## src/rtl/lorenz_pkg.sv

```systemverilog
// Shared types and saturating arithmetic helpers for the Lorenz Euler stepper.
// Arithmetic is carried at CalcW bits and clipped once to the target word width.
package lorenz_pkg;

    localparam int unsigned CalcW = 64;

    typedef logic signed [CalcW-1:0] calc_t;

    typedef enum logic [2:0] {
        StIdle,
        StM1,
        StM2,
        StM3,
        StM4,
        StUpd
    } state_e;

    // Largest positive value of a w-bit two's complement word.
    function automatic calc_t sat_max(input int unsigned w);
        return (calc_t'(1) <<< (w - 1)) - calc_t'(1);
    endfunction

    // Most negative value of a w-bit two's complement word.
    function automatic calc_t sat_min(input int unsigned w);
        return -(calc_t'(1) <<< (w - 1));
    endfunction

    function automatic calc_t sat_clip(
        input  calc_t       v,
        input  int unsigned w,
        output logic        clipped
    );
        calc_t r;
        r       = v;
        clipped = 1'b0;
        if (v > sat_max(w)) begin
            r       = sat_max(w);
            clipped = 1'b1;
        end else if (v < sat_min(w)) begin
            r       = sat_min(w);
            clipped = 1'b1;
        end
        return r;
    endfunction

    function automatic calc_t sat_add(
        input  calc_t       a,
        input  calc_t       b,
        input  int unsigned w,
        output logic        clipped
    );
        return sat_clip(a + b, w, clipped);
    endfunction

    function automatic calc_t sat_sub(
        input  calc_t       a,
        input  calc_t       b,
        input  int unsigned w,
        output logic        clipped
    );
        return sat_clip(a - b, w, clipped);
    endfunction

endpackage

```

## src/rtl/fx_sat_mult.sv

```systemverilog
// Combinational signed fixed-point multiplier: keeps bits [FRAC+WIDTH-1:FRAC] of the
// full product and saturates when the discarded high bits are not a sign extension.
module fx_sat_mult
    import lorenz_pkg::*;
#(
    parameter int unsigned WIDTH = 27,
    parameter int unsigned FRAC  = 20
) (
    input  logic signed [WIDTH-1:0] a,
    input  logic signed [WIDTH-1:0] b,
    output logic signed [WIDTH-1:0] p,
    output logic                    ovf
);

    localparam int unsigned ProdW = 2 * WIDTH;
    localparam logic signed [WIDTH-1:0] SatMax = WIDTH'(sat_max(WIDTH));
    localparam logic signed [WIDTH-1:0] SatMin = WIDTH'(sat_min(WIDTH));

    logic signed [ProdW-1:0] full;
    logic signed [ProdW-1:0] shifted;
    logic signed [WIDTH-1:0] mid;
    logic                    fits;

    assign full    = ProdW'(a) * ProdW'(b);
    assign shifted = full >>> FRAC;
    assign mid     = shifted[WIDTH-1:0];
    // The kept window fits iff re-extending it reproduces the whole shifted product.
    assign fits    = (shifted == ProdW'(mid));

    always_comb begin
        p   = mid;
        ovf = 1'b0;
        if (!fits) begin
            p   = full[ProdW-1] ? SatMin : SatMax;
            ovf = 1'b1;
        end
    end

endmodule

```

## src/rtl/lorenz_stepper.sv

```systemverilog
// Time-multiplexed forward-Euler Lorenz solver: four products per step on one shared
// multiplier (M1..M4), then a single-edge update of x/y/z in UPD.
module lorenz_stepper
    import lorenz_pkg::*;
#(
    parameter int unsigned WIDTH    = 27,
    parameter int unsigned FRAC     = 20,
    parameter int unsigned DT_SHIFT = 8,
    parameter int unsigned STEP_W   = 16
) (
    input  logic                     clk,
    input  logic                     reset,
    input  logic                     start,
    input  logic [STEP_W-1:0]        num_steps,
    input  logic signed [WIDTH-1:0]  sigma,
    input  logic signed [WIDTH-1:0]  beta,
    input  logic signed [WIDTH-1:0]  rho,
    input  logic signed [WIDTH-1:0]  x0,
    input  logic signed [WIDTH-1:0]  y0,
    input  logic signed [WIDTH-1:0]  z0,
    output logic signed [WIDTH-1:0]  x,
    output logic signed [WIDTH-1:0]  y,
    output logic signed [WIDTH-1:0]  z,
    output logic                     out_valid,
    output logic                     done,
    output logic                     busy,
    output logic                     ovf
);

    state_e                  state_q, state_d;
    logic [STEP_W-1:0]       cnt_q, cnt_d;
    logic signed [WIDTH-1:0] x_q, x_d, y_q, y_d, z_q, z_d;
    logic signed [WIDTH-1:0] p1_q, p1_d, p2_q, p2_d, p3_q, p3_d, p4_q, p4_d;
    logic                    valid_q, valid_d, done_q, done_d;
    logic                    busy_q, busy_d, ovf_q, ovf_d;

    logic signed [WIDTH-1:0] dx, dy, dz;
    logic signed [WIDTH-1:0] mul_a, mul_b, mul_p;
    logic                    mul_ovf, op_clip;
    logic signed [WIDTH-1:0] x_upd, y_upd, z_upd;
    logic                    x_clip, y_clip, z_clip;

    assign dx = x_q >>> DT_SHIFT;
    assign dy = y_q >>> DT_SHIFT;
    assign dz = z_q >>> DT_SHIFT;

    // Operand select for the shared multiplier; subtractions saturate before multiply.
    always_comb begin
        mul_a   = '0;
        mul_b   = '0;
        op_clip = 1'b0;
        unique case (state_q)
            StM1: begin
                mul_a = sigma;
                mul_b = WIDTH'(sat_sub(calc_t'(dy), calc_t'(dx), WIDTH, op_clip));
            end
            StM2: begin
                mul_a = dx;
                mul_b = WIDTH'(sat_sub(calc_t'(rho), calc_t'(z_q), WIDTH, op_clip));
            end
            StM3: begin
                mul_a = dx;
                mul_b = y_q;
            end
            StM4: begin
                mul_a = dz;
                mul_b = beta;
            end
            default: ;
        endcase
    end

    fx_sat_mult #(
        .WIDTH (WIDTH),
        .FRAC  (FRAC)
    ) u_mult (
        .a   (mul_a),
        .b   (mul_b),
        .p   (mul_p),
        .ovf (mul_ovf)
    );

    // Three-operand sums are formed wide and clipped once.
    always_comb begin
        x_clip = 1'b0;
        y_clip = 1'b0;
        z_clip = 1'b0;
        x_upd  = WIDTH'(sat_add(calc_t'(x_q), calc_t'(p1_q), WIDTH, x_clip));
        y_upd  = WIDTH'(sat_clip(calc_t'(y_q) + calc_t'(p2_q) - calc_t'(dy), WIDTH, y_clip));
        z_upd  = WIDTH'(sat_clip(calc_t'(z_q) + calc_t'(p3_q) - calc_t'(p4_q), WIDTH, z_clip));
    end

    always_comb begin
        state_d = state_q;
        cnt_d   = cnt_q;
        x_d     = x_q;
        y_d     = y_q;
        z_d     = z_q;
        p1_d    = p1_q;
        p2_d    = p2_q;
        p3_d    = p3_q;
        p4_d    = p4_q;
        busy_d  = busy_q;
        ovf_d   = ovf_q;
        valid_d = 1'b0;
        done_d  = 1'b0;
        unique case (state_q)
            StIdle: begin
                if (start) begin
                    x_d   = x0;
                    y_d   = y0;
                    z_d   = z0;
                    cnt_d = num_steps;
                    ovf_d = 1'b0;
                    if (num_steps == '0) begin
                        done_d = 1'b1;
                    end else begin
                        state_d = StM1;
                        busy_d  = 1'b1;
                    end
                end
            end
            StM1: begin
                p1_d    = mul_p;
                ovf_d   = ovf_q | mul_ovf | op_clip;
                state_d = StM2;
            end
            StM2: begin
                p2_d    = mul_p;
                ovf_d   = ovf_q | mul_ovf | op_clip;
                state_d = StM3;
            end
            StM3: begin
                p3_d    = mul_p;
                ovf_d   = ovf_q | mul_ovf;
                state_d = StM4;
            end
            StM4: begin
                p4_d    = mul_p;
                ovf_d   = ovf_q | mul_ovf;
                state_d = StUpd;
            end
            StUpd: begin
                x_d     = x_upd;
                y_d     = y_upd;
                z_d     = z_upd;
                ovf_d   = ovf_q | x_clip | y_clip | z_clip;
                valid_d = 1'b1;
                cnt_d   = cnt_q - STEP_W'(1);
                if (cnt_q == STEP_W'(1)) begin
                    state_d = StIdle;
                    done_d  = 1'b1;
                    busy_d  = 1'b0;
                end else begin
                    state_d = StM1;
                end
            end
            default: state_d = StIdle;
        endcase
    end

    always_ff @(posedge clk) begin
        if (!reset) begin
            state_q <= StIdle;
            cnt_q   <= '0;
            x_q     <= '0;
            y_q     <= '0;
            z_q     <= '0;
            p1_q    <= '0;
            p2_q    <= '0;
            p3_q    <= '0;
            p4_q    <= '0;
            valid_q <= 1'b0;
            done_q  <= 1'b0;
            busy_q  <= 1'b0;
            ovf_q   <= 1'b0;
        end else begin
            state_q <= state_d;
            cnt_q   <= cnt_d;
            x_q     <= x_d;
            y_q     <= y_d;
            z_q     <= z_d;
            p1_q    <= p1_d;
            p2_q    <= p2_d;
            p3_q    <= p3_d;
            p4_q    <= p4_d;
            valid_q <= valid_d;
            done_q  <= done_d;
            busy_q  <= busy_d;
            ovf_q   <= ovf_d;
        end
    end

    assign x         = x_q;
    assign y         = y_q;
    assign z         = z_q;
    assign out_valid = valid_q;
    assign done      = done_q;
    assign busy      = busy_q;
    assign ovf       = ovf_q;

endmodule

```

## config.mk

```make
export PLATFORM = sky130hd
export DESIGN_NAME = lorenz_stepper
export DESIGN_NICKNAME = d
export VERILOG_FILES = /design/src/rtl/lorenz_pkg.sv /design/src/rtl/fx_sat_mult.sv /design/src/rtl/lorenz_stepper.sv
export SDC_FILE = /design/constraint.sdc
export NUM_CORES = 2
export LEC_CHECK = 0
export BUFFER_PORTS_ARGS = -buffer_cell sky130_fd_sc_hd__buf_4
export CAP_MARGIN = 10
export CELL_PAD_IN_SITES_DETAIL_PLACEMENT = 2
export CELL_PAD_IN_SITES_GLOBAL_PLACEMENT = 2
export CORE_MARGIN = 10
export CORE_UTILIZATION = 40
export CTS_CLUSTER_SIZE = 14
export DETAILED_ROUTE_END_ITERATION = 7
export PLACE_DENSITY = 0.81
export SLEW_MARGIN = 10
export SYNTH_ARGS = -nofsm -noshare
export SYNTH_HDL_FRONTEND = slang
export SYNTH_SLANG_ARGS = --single-unit
```

## constraint.sdc

```tcl
create_clock -name clk -period 16.8 [get_ports clk]
set_clock_uncertainty 0.1 [all_clocks]
set_input_delay 3.36 -clock clk [delete_from_list [all_inputs] [get_ports clk]]
set_output_delay 3.36 -clock clk [all_outputs]
set_load 0.01 [all_outputs]
```

# Yosys cells after proc, flatten, opt, wreduce, memory -nomap -nowiden

Cells that the tools add are included.

Reduce and logical (&&, ||, !) cells: 11
Equal/unequal tests: 10
Muxes and demuxes: 49
Add/sub/neg operators: 8
$mul: 1
Bitwise operators: 5
$lt $le $gt $ge: 10

Operators with widths:

| cell                    | count |
|---|---|
| $mux W27                | 15 |
| $pmux W27 S2            | 3 |
| $pmux W27 S4            | 1 |
| $add A27 B27 Y28        | 3 |
| $pmux W27 S3            | 1 |
| $gt A29 B27 Y1 const B  | 2 |
| $lt A29 B27 Y1 const B  | 2 |
| $gt A28 B27 Y1 const B  | 2 |
| $lt A28 B27 Y1 const B  | 2 |
| $mul A27 B27 Y54        | 1 |
| $pmux W16 S2            | 1 |
| $sub A28 B19 Y29        | 1 |
| $sub A28 B27 Y29        | 1 |
| $sub A27 B27 Y28        | 1 |
| $gt A20 B27 Y1 const B  | 1 |
| $lt A20 B27 Y1 const B  | 1 |
| $mux W1                 | 20 |
| $sub A19 B19 Y20        | 1 |
| $pmux W3 S6             | 1 |
| $eq A16 B1 Y1 const B   | 1 |
| $logic_not A16 Y1       | 1 |
| $mux W16                | 1 |
| $sub A16 B1 Y16 const B | 1 |
| $eq A7 B1 Y1            | 1 |
| 14 further kinds        | 29 |

Bits of input ports: 181
Bits in registers: 212
Output and inout port bits: 85

# Longest topological paths before layout

Depth in word-level cells: 11
Gate-level depth with buffers: 49
Depth with buffers taken out: 45

# Cells and area by module

Synthesis repeated with hierarchy kept, for this count alone.

Cell total of the unflattened synthesis: 5343
Area total of the unflattened synthesis: 44132.3 sq um

Modules (own cells, without submodules):

| module         | cells an instance | sequential area each (sq um) | times used | area an instance (sq um) |
|---|---|---|---|---|
| fx_sat_mult    | 2933              | 0.0                          | 1          | 26382.8 |
| lorenz_stepper | 2410              | 4244.1                       | 1          | 17749.5 |

# Worst setup path before layout

Ideal clock, no wire load.

Kind: input to register
Start: input rho[0]
End: register p3_q[5]
Arrival: 13.852 ns
Required time: 16.548 ns
Cell stages on the path: 43
Library setup time: 0.152 ns
Slack: 2.696 ns
Cells stage by stage: inv_1 -> ha_1 -> inv_1 -> fa_1 -> a211oi_1 -> o21ai_0 -> o2111ai_1 -> a21oi_1 -> o211ai_1 -> inv_1 -> a21oi_1 -> and2_1 -> clkbuf_1 -> clkbuf_1 -> a2111o_1 -> clkbuf_1 -> nand2_1 -> fa_1 -> (+7 left out) -> fa_1 -> inv_1 -> fa_1 -> inv_1 -> ha_1 -> a21o_1 -> o21bai_1 -> a21oi_1 -> o21bai_1 -> a21o_1 -> a21o_1 -> or3_1 -> a21oi_2 -> and4b_4 -> o41a_4 -> nor2_8 -> buf_8 -> a221oi_1

Longest elaborated chain between the ends: 8
Elaborated cells on any way between the ends: 10

Ends and longest elaborated chain:

| element                                         | RTL line                             | RTL |
|---|---|---|
| start: declaration                              | lorenz_stepper.sv:17                 | `input logic signed [WIDTH-1:0] rho,` |
| $sub A27 B27 Y28 (*)                            | lorenz_pkg.sv:61                     | `return sat_clip(a - b, w, clipped);` |
| $lt A28 B27 Y1                                  | lorenz_pkg.sv:39                     | `end else if (v < sat_min(w)) begin` |
| $mux W27                                        | lorenz_pkg.sv:39                     |  |
| $mux W27 (*)                                    | lorenz_pkg.sv:36                     | `if (v > sat_max(w)) begin` |
| $pmux W27 S4 (*)                                | lorenz_stepper.sv:52                 | `unique case (state_q)` |
| $mul A27 B27 Y54 (*)                            | fx_sat_mult.sv:24                    | `assign full = ProdW'(a) * ProdW'(b);` |
| $eq A7 B1 Y1 / $mux W27 (equally long branches) | fx_sat_mult.sv:28, fx_sat_mult.sv:34 |  |
| $mux W27 (*)                                    | fx_sat_mult.sv:33                    | `if (!fits) begin` |
| end signal: assignment                          | lorenz_stepper.sv:185                | `p3_q <= p3_d;` |
| end: declaration                                | lorenz_stepper.sv:33                 | `logic signed [WIDTH-1:0] p1_q, p1_d, p2_q, p2_d, p3_q, p3_d, p4_q, p4_d;` |

Every way passes the cells marked *; elsewhere a longest branch is shown, timed or not.
A chain may end at the register's enable or synchronous reset.

# Final worst setup path

Start: input rho[0]
End: register p3_q[3]

The elaborated chain is that of the path after synthesis.

==> results.md <==
| Group | Quantity | Reported |
| --- | --- | --- |
| synthesis | Mapped Avg Cell Area | 8.35 um^2 |
| synthesis | Dominant synthesized flop cell | dfxtp_1 |
| timing | Fmax achieved | 0.0617 GHz |
| detailed routing | Remaining number of nets flagged by the antenna check after routing | 0 |
| cts | Register clock-pin slew on the reported worst setup and hold paths | 80 ps |
| detailed routing | Vias per cell | 6.01 |
| synthesis | Part of the Yosys area used for sequential elements | 9.50% |
| cts | CTS HTree Levels | 1 |
| synthesis | Number of synthesized flops with an enable pin | 0 |
| flow run | Max Cap Viol | 0 |
| timing | Post-layout minimum cycle time | 16200 ps |
| timing | Post-Route Setup TNS | 0 ps |
| layout | Final Core Density | 44.7% |
| critical path | Endpoint required time on the critical path | 17140 ps |
| critical path | CP top delay family | adder cells |
| layout | Total area of sequential cells | 4250 um^2 |
| layout | Area growth from synthesis to layout | 10.9% |
| worst hold path | Min-Delay Path Class | flop to flop |
| die | Area of the die | 125000 um^2 |
| cts | Cts hold-fix bufs | 0 |
| die | Floorplan row count | 122 |
| synthesis | Yosys top cell area share | 36.6% |
| detailed routing | Sum of routed wire length over all layers | 225000 um |
| timing | Final Hold Viols | 0 |
| cts | Max clock buf depth | 3 |
| critical path | Maximum fanout along the worst path | 30 |
| cts | CTS tree | yes |
| detailed routing | Routed length per instance | 32.2 um |
| cts | Total clock buffers created by CTS | 23 |
| synthesis | Most frequent cells after synthesis | inv_1, fa_1, nand2_1 |
| layout | Footprint of the multi-input gates | 35400 um^2 |
| layout | Fill cell total of the finished layout | 12400 |
| critical path | Critical path's slowest cell | fa_1 |
| die | Placeable core area | 111000 um^2 |
| synthesis | Yosys warns | 0 |
| detailed routing | Post-route DRC violation count | 0 |
| critical path | Crit Path Class | input port to flop |
| cts | Insertion delay to the later sink of the worst-skew pair | 600 ps |
| synthesis | Distinct cells, synth | 98 |
| timing | Normalized max-slew margin | 13.3% |
| timing | Final period utilization | 96.4% |
| status | Run status | finished clean |
| detailed routing | Count of routing violations after the opening detailed-route iteration | 3973 |
| pwr | Max IR drop VDD | 0.336 mV |
| layout | Share of post-route cells with drive strength above 1 | 10.4% |
| placed design | Final HPWL from detailed placement | 184000 um |
| synthesis | Share of flip-flops with an asynchronous set or reset after synthesis | 0% |
| critical path | Count of buffer and inverter cells on the critical path | 10 |
| synthesis | Mapped Cells | 5346 |
| global route | Via count of the first global-routing pass | 48000 |
| global route | Antenna violations before repair | 18 |
| synthesis | Cell type with the highest aggregate area in the netlist | fa_1 |
| synthesis | Number of nets produced by synthesis | 6628 |
| die | Top Ports | 266 |
| timing | Worst Tran Pin Value | 1300 ps |
| synthesis | Most area-consuming cells after synthesis | fa_1, dfxtp_1, inv_1 |
| detailed routing | First-pass iteration count of the detailed router | 5 |
| die | Die boundary height | 354 um |
| timing | Unrepaired setup endpoints after global routing | no |
| global route | Total global-route track usage | 35.0% |
| detailed routing | Routed via count | 42100 |
| critical path | Delay of the slowest critical-path stage | 980 ps |
| synthesis | Post-synthesis sequential element count | 212 |
| pwr | Pwr per Cell Area | 183 nW/um^2 |
| global route | Global-route wire length before repair | 328000 um |
| die | Starting density of the core | 40.3% |
| synthesis | Cell Area, Synth | 44700 um^2 |
| critical path | Endpoint class of the critical path | flop |
| global route | Pin count of the biggest net entering global routing | 86 |
| global route | Residual overflow from global routing | 0 |
| critical path | Critical Path AT | 16540 ps |
| timing | Setup violation total in the final timing report | 0 |
| placed design | Final weighted congestion of routability-driven global placement | 0.984 |
| cts | Clock tree sinks | 212 |
| critical path | Critical path startpoint category | input port |
| pwr | LEAKAGE | 23.7 nW |
| placed design | Buffers on Ports | 265 |
| die | Overall die width | 354 um |
| synthesis | Most common cell in the netlist | inv_1 |
| cts | Root buffer cell | clkbuf_16 |
| layout | Number of nets in the layout | 6773 |
| timing | Number of max-slew violations in the final report | 0 |
cells by family (layout without fill, tap and decap cells):
kind of cell             Yosys count  after routing  share of synthesized area, %
multiplexers                      23             23                         0.518
XOR/XNOR                         141            141                          2.77
adder cells (fa/ha/maj)         1101           1101                          44.6
buffers and inverters           1395           1556                          12.0
AO/OA/AOI/OAI                   1080           1080                          16.9
AND/OR/NAND/NOR                 1394           1394                          13.8
flip-flops                       212            212                          9.50
other                              0              4                             0
report_power, final:
group          switching [mW]  internal (mW)
sequential              0.131          0.581
clock                   0.269          0.320
combinational            5.28           2.49
total                    5.68           3.39
metrics by stage:
| step | setup slack (ps) | hold WS (ps) | area, um^2 | power [mW] | instances |
|---|---|---|---|---|---|
| floorplan | 2700 | 340 | 44700 | 5.48 | 5346 |
| global placement | 759 | 364 | 48600 | 7.65 | 6947 |
| detailed placement | 185 | 392 | 48600 | 8.10 | 6947 |
| CTS | 547 | 401 | 49500 | 8.75 | 6988 |
| global route | 32.1 | 426 | 49500 | 9.57 | 6995 |
| finish | 599 | 399 | 49500 | 9.07 | 6999 |
registers in the layout (all words and copies together), names as in the netlist:
name	flops
p1_q	27
p2_q	27
p3_q	27
p4_q	27
x	27
y	27
z	27
cnt_q	16
state_q	3
busy	1
done	1
out_valid	1
ovf	1
final cells by class:
type | instances | share of cell area, %
clock buffers | 29 | 1.29
repair buffers | 390 | 6.04
clock inverters | 12 | 0.349
flip-flops and latches | 212 | 8.57
well taps | 1488 | 3.76
multi-input cells | 3739 | 71.4
diodes | 4 | 0.0202
inverters | 1125 | 8.53
metal layers:
layer | wire length, um | track usage [%]
met4 | 14500 | 18.8
met2 | 104000 | 56.6
met1 | 87200 | 43.7
met5 | 55 | 0
met3 | 19500 | 7.26
placed cells by master, fill, tap and decap left out, types with 101 or more instances in the layout:
cell type  netlist  routed
inv_1         1123    1123
a21o_1         122     122
xnor2_1        101     101
ha_1           285     285
nand2_1        646     645
fa_1           816     816
a21oi_1        339     334
buf_4            6     385
o21ai_0        172     171
nor2_1         390     387
dfxtp_1        212     210
worst paths after layout:
check | cells past startpoint | endpoint | slack [ps] | start
setup / recovery | 42 | p3_q[3] | 600 | rho[0]
hold / removal | 2 | cnt_q[4] | 400 | cnt_q[4]
setup reg to reg | 40 | p3_q[3] | 2950 | z[0]
hold reg to reg | 2 | cnt_q[4] | 400 | cnt_q[4]
repair_timing:
action,CTS,global route
resized for setup,0,1
setup endpoints to repair,0,13
setup buffers,0,7
worst register-to-register path: cells and delay by family, from the launching register on:
family          cells  cell delay [ps]
fa+ha+maj          10             5620
compound gates     17             4190
simple gates        5             1680
buf+inv             8             1610
flops               1              520
(Power assumes the default switching activity.)
